<file path="src/rtl/lut_cfg_loader_pkg.sv">
// Shared types and sizing helpers for the LUT configuration loader.
package lut_cfg_loader_pkg;

  // Loader control states.
  typedef enum logic [1:0] {
    ST_IDLE   = 2'd0,
    ST_SHIFT  = 2'd1,
    ST_COMMIT = 2'd2,
    ST_WRITE  = 2'd3
  } state_e;

  // Frame length: split bit plus two half-LUT memories of 2**inputs bits.
  function automatic int frame_bits(input int inputs);
    return 2 * (1 << inputs) + 1;
  endfunction

  // Counter width able to hold 0..fb inclusive.
  function automatic int cnt_w(input int fb);
    return $clog2(fb + 1);
  endfunction

endpackage

</file>
<file path="src/rtl/lut_cfg_shifter.sv">
// Serial-in/parallel-out frame register with bit counter and length check.
// frame_ok/frame_err describe the transfer happening this cycle (shift_en).
module lut_cfg_shifter
  import lut_cfg_loader_pkg::*;
#(
  parameter int FRAME_BITS = 33,
  parameter int CNT_W      = cnt_w(FRAME_BITS)
) (
  input  logic                  clk,
  input  logic                  rst_n,
  input  logic                  shift_en,
  input  logic                  bit_in,
  input  logic                  last_in,
  output logic [FRAME_BITS-1:0] data_o,
  output logic                  frame_ok,
  output logic                  frame_err
);

  logic [FRAME_BITS-1:0] data_q, data_d;
  logic [CNT_W-1:0]      cnt_q, cnt_d;
  logic [CNT_W-1:0]      cnt_inc;
  logic                  at_len;

  // Shift new bit in at the LSB; the counter returns to zero whenever a frame
  // ends (good or bad) so the next transfer is always counted as bit 1.
  always_comb begin
    data_d    = data_q;
    cnt_d     = cnt_q;
    cnt_inc   = cnt_q + 1'b1;
    at_len    = (cnt_inc == CNT_W'(FRAME_BITS));
    frame_ok  = shift_en && last_in && at_len;
    // last too early, or full length reached without last
    frame_err = shift_en && (last_in != at_len);
    if (shift_en) begin
      data_d = {data_q[FRAME_BITS-2:0], bit_in};
      cnt_d  = (last_in || at_len) ? '0 : cnt_inc;
    end
  end

  // Frame register and counter.
  always_ff @(posedge clk) begin
    if (!rst_n) begin
      data_q <= '0;
      cnt_q  <= '0;
    end else begin
      data_q <= data_d;
      cnt_q  <= cnt_d;
    end
  end

  assign data_o = data_q;

endmodule

</file>
<file path="src/rtl/lut_cfg_loader.sv">
// Configuration driver for a fracturable dual-LUT slice. Collects a serial
// frame, then either pulses cen with the whole frame (block mode) or walks
// every memory bit out through the single-bit write port (bit mode).
module lut_cfg_loader
  import lut_cfg_loader_pkg::*;
#(
  parameter  int INPUTS     = 4,
  localparam int MEM_SIZE   = 1 << INPUTS,
  localparam int FRAME_BITS = frame_bits(INPUTS)
) (
  input  logic                  cclk,
  input  logic                  crst_n,
  input  logic                  mode_bitwise,
  input  logic                  s_valid,
  output logic                  s_ready,
  input  logic                  s_data,
  input  logic                  s_last,
  output logic                  cen,
  output logic [FRAME_BITS-1:0] config_out,
  output logic [INPUTS-1:0]     wr_addr,
  output logic                  data_in,
  output logic                  write_en,
  output logic                  write_lut_select,
  output logic                  done,
  output logic                  err
);

  localparam int IDX_W = INPUTS + 1;

  state_e             state_q, state_d;
  logic               mode_q, mode_d;
  logic [IDX_W-1:0]   idx_q, idx_d;
  logic               s_ready_q, s_ready_d;
  logic               done_q, done_d;
  logic               err_q, err_d;

  logic               xfer;
  logic               frame_ok, frame_err;
  logic [2*MEM_SIZE-1:0] mem_bits;
  logic [IDX_W-1:0]   rd_idx;

  assign xfer = s_valid && s_ready_q;

  lut_cfg_shifter #(
    .FRAME_BITS (FRAME_BITS)
  ) u_shifter (
    .clk       (cclk),
    .rst_n     (crst_n),
    .shift_en  (xfer),
    .bit_in    (s_data),
    .last_in   (s_last),
    .data_o    (config_out),
    .frame_ok  (frame_ok),
    .frame_err (frame_err)
  );

  // Next-state logic: frame intake, commit/write sequencing, sticky error.
  always_comb begin
    state_d = state_q;
    mode_d  = mode_q;
    idx_d   = idx_q;
    done_d  = 1'b0;
    err_d   = err_q;
    case (state_q)
      ST_IDLE: begin
        if (xfer) begin
          mode_d  = mode_bitwise;
          state_d = ST_SHIFT;
          if (frame_err) begin
            err_d   = 1'b1;
            state_d = ST_IDLE;
          end
        end
      end
      ST_SHIFT: begin
        if (xfer) begin
          if (frame_ok) begin
            // bit mode skips the commit cycle and starts writing at index 0
            state_d = mode_q ? ST_WRITE : ST_COMMIT;
            idx_d   = '0;
          end else if (frame_err) begin
            err_d   = 1'b1;
            state_d = ST_IDLE;
          end
        end
      end
      ST_COMMIT: begin
        state_d = ST_IDLE;
        done_d  = 1'b1;
      end
      ST_WRITE: begin
        idx_d = idx_q + 1'b1;
        if (idx_q == '1) begin
          state_d = ST_IDLE;
          done_d  = 1'b1;
          idx_d   = '0;
        end
      end
      default: state_d = ST_IDLE;
    endcase
    // ready is a flop so it reads 0 straight out of reset
    s_ready_d = (state_d == ST_IDLE) || (state_d == ST_SHIFT);
  end

  // Control registers.
  always_ff @(posedge cclk) begin
    if (!crst_n) begin
      state_q   <= ST_IDLE;
      mode_q    <= 1'b0;
      idx_q     <= '0;
      s_ready_q <= 1'b0;
      done_q    <= 1'b0;
      err_q     <= 1'b0;
    end else begin
      state_q   <= state_d;
      mode_q    <= mode_d;
      idx_q     <= idx_d;
      s_ready_q <= s_ready_d;
      done_q    <= done_d;
      err_q     <= err_d;
    end
  end

  // Output decode from registered state. Index MSB clear selects the upper
  // LUT (frame bits [2M-1:M]); flipping it maps the index onto the frame.
  always_comb begin
    mem_bits         = config_out[2*MEM_SIZE-1:0];
    rd_idx           = {~idx_q[INPUTS], idx_q[INPUTS-1:0]};
    cen              = (state_q == ST_COMMIT);
    write_en         = (state_q == ST_WRITE);
    wr_addr          = '0;
    data_in          = 1'b0;
    write_lut_select = 1'b0;
    if (write_en) begin
      wr_addr          = idx_q[INPUTS-1:0];
      data_in          = mem_bits[rd_idx];
      write_lut_select = ~idx_q[INPUTS];
    end
  end

  assign s_ready = s_ready_q;
  assign done    = done_q;
  assign err     = err_q;

endmodule
</file>
<file path="config.mk">
export PLATFORM = sky130hd
export DESIGN_NAME = lut_cfg_loader
export DESIGN_NICKNAME = d
export VERILOG_FILES = /design/src/rtl/lut_cfg_loader_pkg.sv /design/src/rtl/lut_cfg_shifter.sv /design/src/rtl/lut_cfg_loader.sv
export SDC_FILE = /design/constraint.sdc
export NUM_CORES = 1
export LEC_CHECK = 0
export ABC_AREA = 1
export CELL_PAD_IN_SITES_DETAIL_PLACEMENT = 1
export CELL_PAD_IN_SITES_GLOBAL_PLACEMENT = 2
export CORE_ASPECT_RATIO = 0.75
export CORE_MARGIN = 4
export CORE_UTILIZATION = 30
export CTS_CLUSTER_DIAMETER = 30
export DETAILED_ROUTE_END_ITERATION = 7
export PLACE_DENSITY_LB_ADDON = 0.1
export SLEW_MARGIN = 20
export SYNTH_ARGS = -nofsm -noshare
export SYNTH_HDL_FRONTEND = slang
export SYNTH_HIERARCHICAL = 1
export SYNTH_SLANG_ARGS = --single-unit
</file>
<file path="constraint.sdc">
create_clock -name cclk -period 3.3 [get_ports cclk]
set_clock_uncertainty 0.05 [all_clocks]
set_input_delay 0.825 -clock cclk [delete_from_list [all_inputs] [get_ports cclk]]
set_output_delay 0.825 -clock cclk [all_outputs]
set_load 0.02 [all_outputs]
</file>
# Word level (Yosys, flattened, before mapping)

Cells that the tools add are included.

Output and inout port bits: 44
Flip-flop bits (word level): 50

Magnitude comparators: 1
Equal/unequal tests: 11
Reductions and logical operators: 13
Mux-type cells: 25
Bitwise operators: 1
$add $sub $neg: 2

Operators by type and width:

| operator            | count |
|---|---|
| $mux 5              | 3 |
| $mux 1              | 10 |
| $mux 2              | 5 |
| $pmux 5 s2          | 1 |
| $pmux 2 s4          | 1 |
| $add 6x1->6 const B | 1 |
| $eq 6x6->1 const B  | 1 |
| $lt 5x6->1 const B  | 1 |
| $mux 6              | 1 |
| $add 5x1->5 const B | 1 |
| $bmux 1 s5          | 1 |
| $eq 5x5->1 const B  | 1 |
| $eq 2x1->1 const B  | 2 |
| $eq 2x2->1 const B  | 2 |
| $logic_and 1x1->1   | 4 |
| $logic_not 2->1     | 2 |
| $mux 4              | 1 |
| $ne 2x1->1 const B  | 2 |
| $ne 2x2->1 const B  | 2 |
| $pmux 1 s2          | 2 |
| $reduce_and 4->1    | 1 |
| $reduce_bool 2->1   | 2 |
| $reduce_and 3->1    | 1 |
| $logic_or 1x1->1    | 2 |
| 3 further kinds     | 3 |

# Depth between registers and ports, before layout

Depth in word-level cells: 10
Depth in mapped cells: 14
Depth with buffers taken out: 14

# Modules after synthesis

The synthesis kept the hierarchy.

Modules (own cells, without submodules):

| module          | instances | area each (µm²) | sequential area each (µm²) | cells each |
|---|---|---|---|---|
| lut_cfg_shifter | 1         | 1551.5          | 780.7                      | 209 |
| lut_cfg_loader  | 1         | 1008.5          | 220.2                      | 183 |

# Least setup slack after synthesis

OpenSTA, ideal clock, no wires.

Kind: input-to-reg
From: in s_valid
To: reg idx_q[3]
Slack: 1003 ps
Stages: 13
Arrival time: 2126 ps
Data required time: 3129 ps
Path buffers: 2
Library setup time: 121 ps
Cells stage by stage: nand2_1 inv_1 buf_2 buf_4 nand2_1 nor2_2 nand2_1 nor2_4 nor2_8 inv_2 nand2_1 nor2_1 nor3_2

Word-level cells in the longest chain between the ends: 5
Elaborated cells on any way between the ends: 6
Classes of those cells: eq/ne: 2; reduce/logical: 4

RTL lines:

| item                            | RTL line              | text |
|---|---|---|
| start, declared                 | lut_cfg_loader.sv:14  | `input logic s_valid,` |
| $logic_and 1x1->1               | lut_cfg_loader.sv:42  | `assign xfer = s_valid && s_ready_q;` |
| net xfer                        | lut_cfg_loader.sv:37  | `logic xfer;` |
| $logic_and 1x1->1 (2 in series) | lut_cfg_shifter.sv:31 | `frame_ok = shift_en && last_in && at_len;` |
| net frame_ok                    | lut_cfg_loader.sv:38  | `logic frame_ok, frame_err;` |
| $ne 2x2->1 (no line)            | --                    |  |
| $reduce_and 3->1 (no line)      | --                    |  |
| end signal, assigned            | lut_cfg_loader.sv:117 | `idx_q <= idx_d;` |
| end, declared                   | lut_cfg_loader.sv:32  | `logic [IDX_W-1:0] idx_q, idx_d;` |

The timed path passes the listed nets, and every way through them passes these cells.
A chain may end at the register's enable or synchronous reset.

# Worst setup path in the final report

From: reg idx_q[1]
To: out data_in

Word-level cells in the longest chain between the ends: 3

RTL lines:

| item                         | RTL line              | text |
|---|---|---|
| $bmux 1 s5                   | lut_cfg_loader.sv:136 | `data_in = mem_bits[rd_idx];` |
| $mux 1 (implied by the code) | lut_cfg_loader.sv:136 |  |
| $mux 1                       | lut_cfg_loader.sv:134 | `if (write_en) begin` |
| end, declared                | lut_cfg_loader.sv:21  | `output logic data_in,` |

No other way between the ends. The select of a mux whose other input is x is not followed.

==> impl.org <==
** Setup path
- The worst setup path is captured at a primary output.
- The signal on the critical path passes through inv_2 -> nand3_1 -> nand2_1 -> nand2_1 -> nand2_1 -> inv_1 -> nand2_1 -> nand2_1 -> nand2_1 -> clkdlybuf4s50_1.
- Critical path's slowest cell :: sky130_fd_sc_hd__dfxtp_1
- Type of the worst setup path :: flop to primary output
- Biggest cell delay along the critical path :: ~0.58 ns
- At the worst endpoint, the required time is 2.42 ns.
- Crit path arrival time :: ~2.1 ns
- The worst setup path is launched from a flop.
- Largest fanout on the critical path :: 11
- CP most frequent cell :: sky130_fd_sc_hd__nand2_1

** Timing
- Number of hold violations in the final report :: 0
- Of the available clock period, the critical path in the final layout requires 90.7%.
- The worst pin sits at a relative slew slack of 50.8%.
- Number of endpoints failing setup at the final stage :: 0
- Fmax achieved :: 334 MHz
- At the pin with the least slew margin, the transition time is 0.737 ns.
- Final-report max-slew violation count :: 0
- After routing, the total negative slack on setup checks comes to 0 ns.
- Hold timing on the final database bottoms out at a slack of 0.408 ns.
- Setup repair after global routing left no endpoint under its margin.
- After layout, the minimum clock period comes to 2.99 ns.

** Floorplanning
- In this run the horizontal extent of the chip is 115 µm.
- Once the floorplan was initialized, standard cells occupied 31.6% of the core.
- The floorplan has 28 rows.
- During I/O placement, the number of pins put on the boundary was 50.
- Die Outline Area :: 0.0101 mm²
- Total core area :: 0.00809 mm²
- Die height :: 88 µm

** Pwr
- In this run switching power makes up about 27% of total power.
- Dividing total power by cell area gives a power density of 422 mW/mm².
- Across the VDD grid, the largest voltage drop is around 0.22 mV.
- Clock group share of total power :: between 30% and 40%
- Leakage :: 1.43 nW
- Logic gate share of total power :: between 10% and 20%
- Register share of total power :: 47.8%
- The internal portion of the total power is approximately 1 mW.
- Power spent charging and discharging nets :: around 370 µW

** Worst hold path
- The min-delay analysis places its worst path in the category flop to flop.

** Synth
- Post-synthesis mux area share :: 0%
- After synthesis, the largest family of logic cells by area is simple AND/OR/NAND/NOR gates.
- Counting every net in the synthesized netlist gives 403.
- Cell type with the largest total area after synthesis :: sky130_fd_sc_hd__dfxtp_1
- Most frequently used flop master after synthesis :: sky130_fd_sc_hd__dfxtp_1
- Simple-gate portion of the synthesized area :: 35.1%
- For this run, the register share of the synthesized area comes to 39.1%.
- By count the netlist is led by 92 x sky130_fd_sc_hd__nand2_1, 82 x sky130_fd_sc_hd__nor2_1, 50 x sky130_fd_sc_hd__dfxtp_1, 50 x sky130_fd_sc_hd__inv_1, 33 x sky130_fd_sc_hd__o21ai_0.
- Share of synthesized registers carrying an async set or reset :: 0%
- Arithmetic-cell share of the synthesized area counting full adders, half adders and majority gates :: 2.44%
- Cell count after synthesis :: 392
- XOR/XNOR share of the synthesized area :: 0%
- Synthesis warning total :: 6
- Number of synthesized register bits :: 50
- Number of library cell types mapped by synthesis :: 30
- Yosys mapped a number of flops with a built-in enable equal to 0.
- By instance count, the leading cell after synthesis is sky130_fd_sc_hd__nand2_1.
- Area fraction of the dominant cell type after synthesis :: about two fifths
- Compound-cell area share of the yosys netlist :: 11.0%
- Average instance area after synthesis :: 6.53 µm²
- Biggest area contributors in the synthesized netlist :: sky130_fd_sc_hd__dfxtp_1 39%, sky130_fd_sc_hd__nand2_1 13%, sky130_fd_sc_hd__nor2_1 12%
- Syn Std Cell Area :: approximately 0.0026 mm²

** CTS
- TritonCTS built the clock tree.
- CTS Root Cell :: sky130_fd_sc_hd__clkbuf_16
- Inserted Clock Buffers :: 5
- Worst-skew pair later-pin latency :: 0.30 ns
- Counting every sink on the clock net gives 50.
- CTS HTree Levels :: 2
- In this run the deepest clock path goes through 2 buffers.
- After clock tree synthesis, the clock-pin slew on the worst setup and hold paths is 0.07 ns.
- Buffers added to address setup during post-CTS repair amount to 0.

** Outcome
- Result of the run :: completed

** Routing
- First-pass detailed-route iteration total :: 4
- Post-detailed-route DRC marker count :: 0
- Via count :: 2515
- After detailed routing, the total wire length is 7280 µm.
- The detailed router finished its first iteration with 95 violations.
- The count of nets left with antenna violations once routing finished came out at 0.
- Using the TritonRoute via totals, the vias-per-cell ratio works out to 4.62.
- After detailed routing, the average wire length per cell comes to around 13 µm.

** Run
- Maximum Capacitance Violations :: 0

** GRT
- Number of antenna violations at the first check in global routing :: 0
- Number of global-route vias before repair :: 2506
- Global-route wire length before repair :: 12300 µm
- Entering global routing, the biggest net connects 40 pins.
- Overall Global Routing Usage :: between 10% and 20%
- For this run the aggregate overflow at the end of global routing stands at 0.

** Cells and area
- Share of final-layout standard cells stronger than drive strength 1 :: 6.83%
- In the final design database the tool counted 449 nets.
- Cells fill about two fifths of the core in the end.
- Compared with the post-synthesis result, the final layout area differs by 27.8%.
- The repair_antennas step left the layout with diodes totalling 0.

** Place
- At the end of routability-driven placement, the weighted congestion stood at between 0.7 and 0.8.
- Input/output buffers :: 49
- Detailed placement HPWL :: roughly 5200 µm
critical path, delay by kind of cell, from the launching register on:
family | cells | cell delay (ns)
buffers and inverters | 3 | 0.79
AND/OR/NAND/NOR | 7 | 0.45
flip-flops | 1 | 0.58
layout by cell type, fill, tap and decap left out:
master / Yosys / final
sky130_fd_sc_hd__nand3_1: 25 / 25
sky130_fd_sc_hd__inv_2: 3 / 3
sky130_fd_sc_hd__inv_8: 1 / 1
sky130_fd_sc_hd__nand3_2: 1 / 1
sky130_fd_sc_hd__a31oi_1: 1 / 1
sky130_fd_sc_hd__nor3_1: 2 / 2
sky130_fd_sc_hd__clkinv_2: 0 / 1
sky130_fd_sc_hd__nand4_1: 2 / 2
sky130_fd_sc_hd__inv_4: 1 / 1
sky130_fd_sc_hd__dfxtp_1: 50 / 49
sky130_fd_sc_hd__nor2_2: 2 / 2
sky130_fd_sc_hd__o211ai_1: 1 / 1
sky130_fd_sc_hd__o21bai_1: 1 / 1
sky130_fd_sc_hd__nor2_1: 82 / 82
sky130_fd_sc_hd__o21ai_2: 1 / 1
sky130_fd_sc_hd__o22ai_1: 1 / 1
sky130_fd_sc_hd__nor2_4: 2 / 2
sky130_fd_sc_hd__dfxtp_2: 0 / 1
sky130_fd_sc_hd__clkdlybuf4s50_1: 0 / 49
sky130_fd_sc_hd__nor3_2: 2 / 2
sky130_fd_sc_hd__o21ai_1: 2 / 2
sky130_fd_sc_hd__nand2_1: 92 / 92
sky130_fd_sc_hd__inv_1: 50 / 50
sky130_fd_sc_hd__clkinvlp_4: 0 / 1
sky130_fd_sc_hd__clkbuf_8: 0 / 1
sky130_fd_sc_hd__a21oi_1: 14 / 14
sky130_fd_sc_hd__nand2_2: 2 / 2
sky130_fd_sc_hd__buf_4: 2 / 5
sky130_fd_sc_hd__clkbuf_16: 0 / 5
sky130_fd_sc_hd__nor2_8: 1 / 1
sky130_fd_sc_hd__o21ai_0: 33 / 33
sky130_fd_sc_hd__ha_1: 5 / 5
final cells by class:
type                       instances  area [µm²]
clock inverter                     2        12.5
inverter                          55         216
timing repair buffer              54         528
clock buffer                       6         139
sequential                        50        1000
multi-input combinational        272        1240
fill                            1048        4820
tap                              105         131
stage by stage:
| stage | instance area [µm²] | worst slack (ns) | cells | power, mW |
|---|---|---|---|---|
| global placement | 3120 | 0.527 | 536 | 0.856 |
| global route | 3270 | 0.0976 | 544 | 1.45 |
| floorplan | 2560 | 1.00 | 392 | 0.775 |
| detailed placement | 3120 | 0.477 | 536 | 0.860 |
| finish | 3270 | 0.306 | 544 | 1.38 |
| CTS | 3270 | 0.178 | 544 | 1.40 |
per-layer routing:
layer  routed length, µm  vias up  global-route usage (%)
met5                   0        -                       0
met4                  89        0                    4.53
met3                 287        8                    3.80
met2                3210       34                    24.4
met1                3690     1161                    20.5
li1                    -     1312                       -
final timing paths:
| kind | startpoint | to | slack, ns | depth (start not counted) |
|---|---|---|---|---|
| hold / removal | err | err | 0.41 | 2 |
| setup / recovery | idx_q[1] | data_in | 0.31 | 10 |
| setup reg to reg | u_shifter/cnt_q[1] | idx_q[3] | 1.21 | 14 |
| hold reg to reg | err | err | 0.41 | 2 |
timing repair:
action                     CTS  global route
setup endpoints to repair    0             1
hold buffers                 0             0
gates resized for setup      0             1
power by group through the flow:
stage,logic (mW),registers (mW),clock network [mW]
after floorplan,0.0759,0.699,0
after global placement,0.181,0.675,0
after detailed placement,0.185,0.675,0
after CTS,0.185,0.662,0.557
after global routing,0.203,0.667,0.581
final,0.182,0.661,0.539
cell families (layout without fill, tap and decap cells):
kind of cell / after synthesis / in the layout
DFF: 50 / 50
adders and majority gates: 5 / 5
and+or+nand+nor: 213 / 213
AOI/OAI and AO/OA: 54 / 54
buffers and inverters: 70 / 117
sequential cells by signal, summed over array words and instances, names as in the netlist, named ones only:
| signal | cells |
|---|---|
| state_q | 1 |
| mode_q | 1 |
| err | 1 |
| idx_q | 5 |
| u_shifter/data_o | 33 |
| u_shifter/cnt_q | 6 |
| s_ready | 1 |
| done | 1 |
No activity file was read; power rests on OpenSTA's default activity.
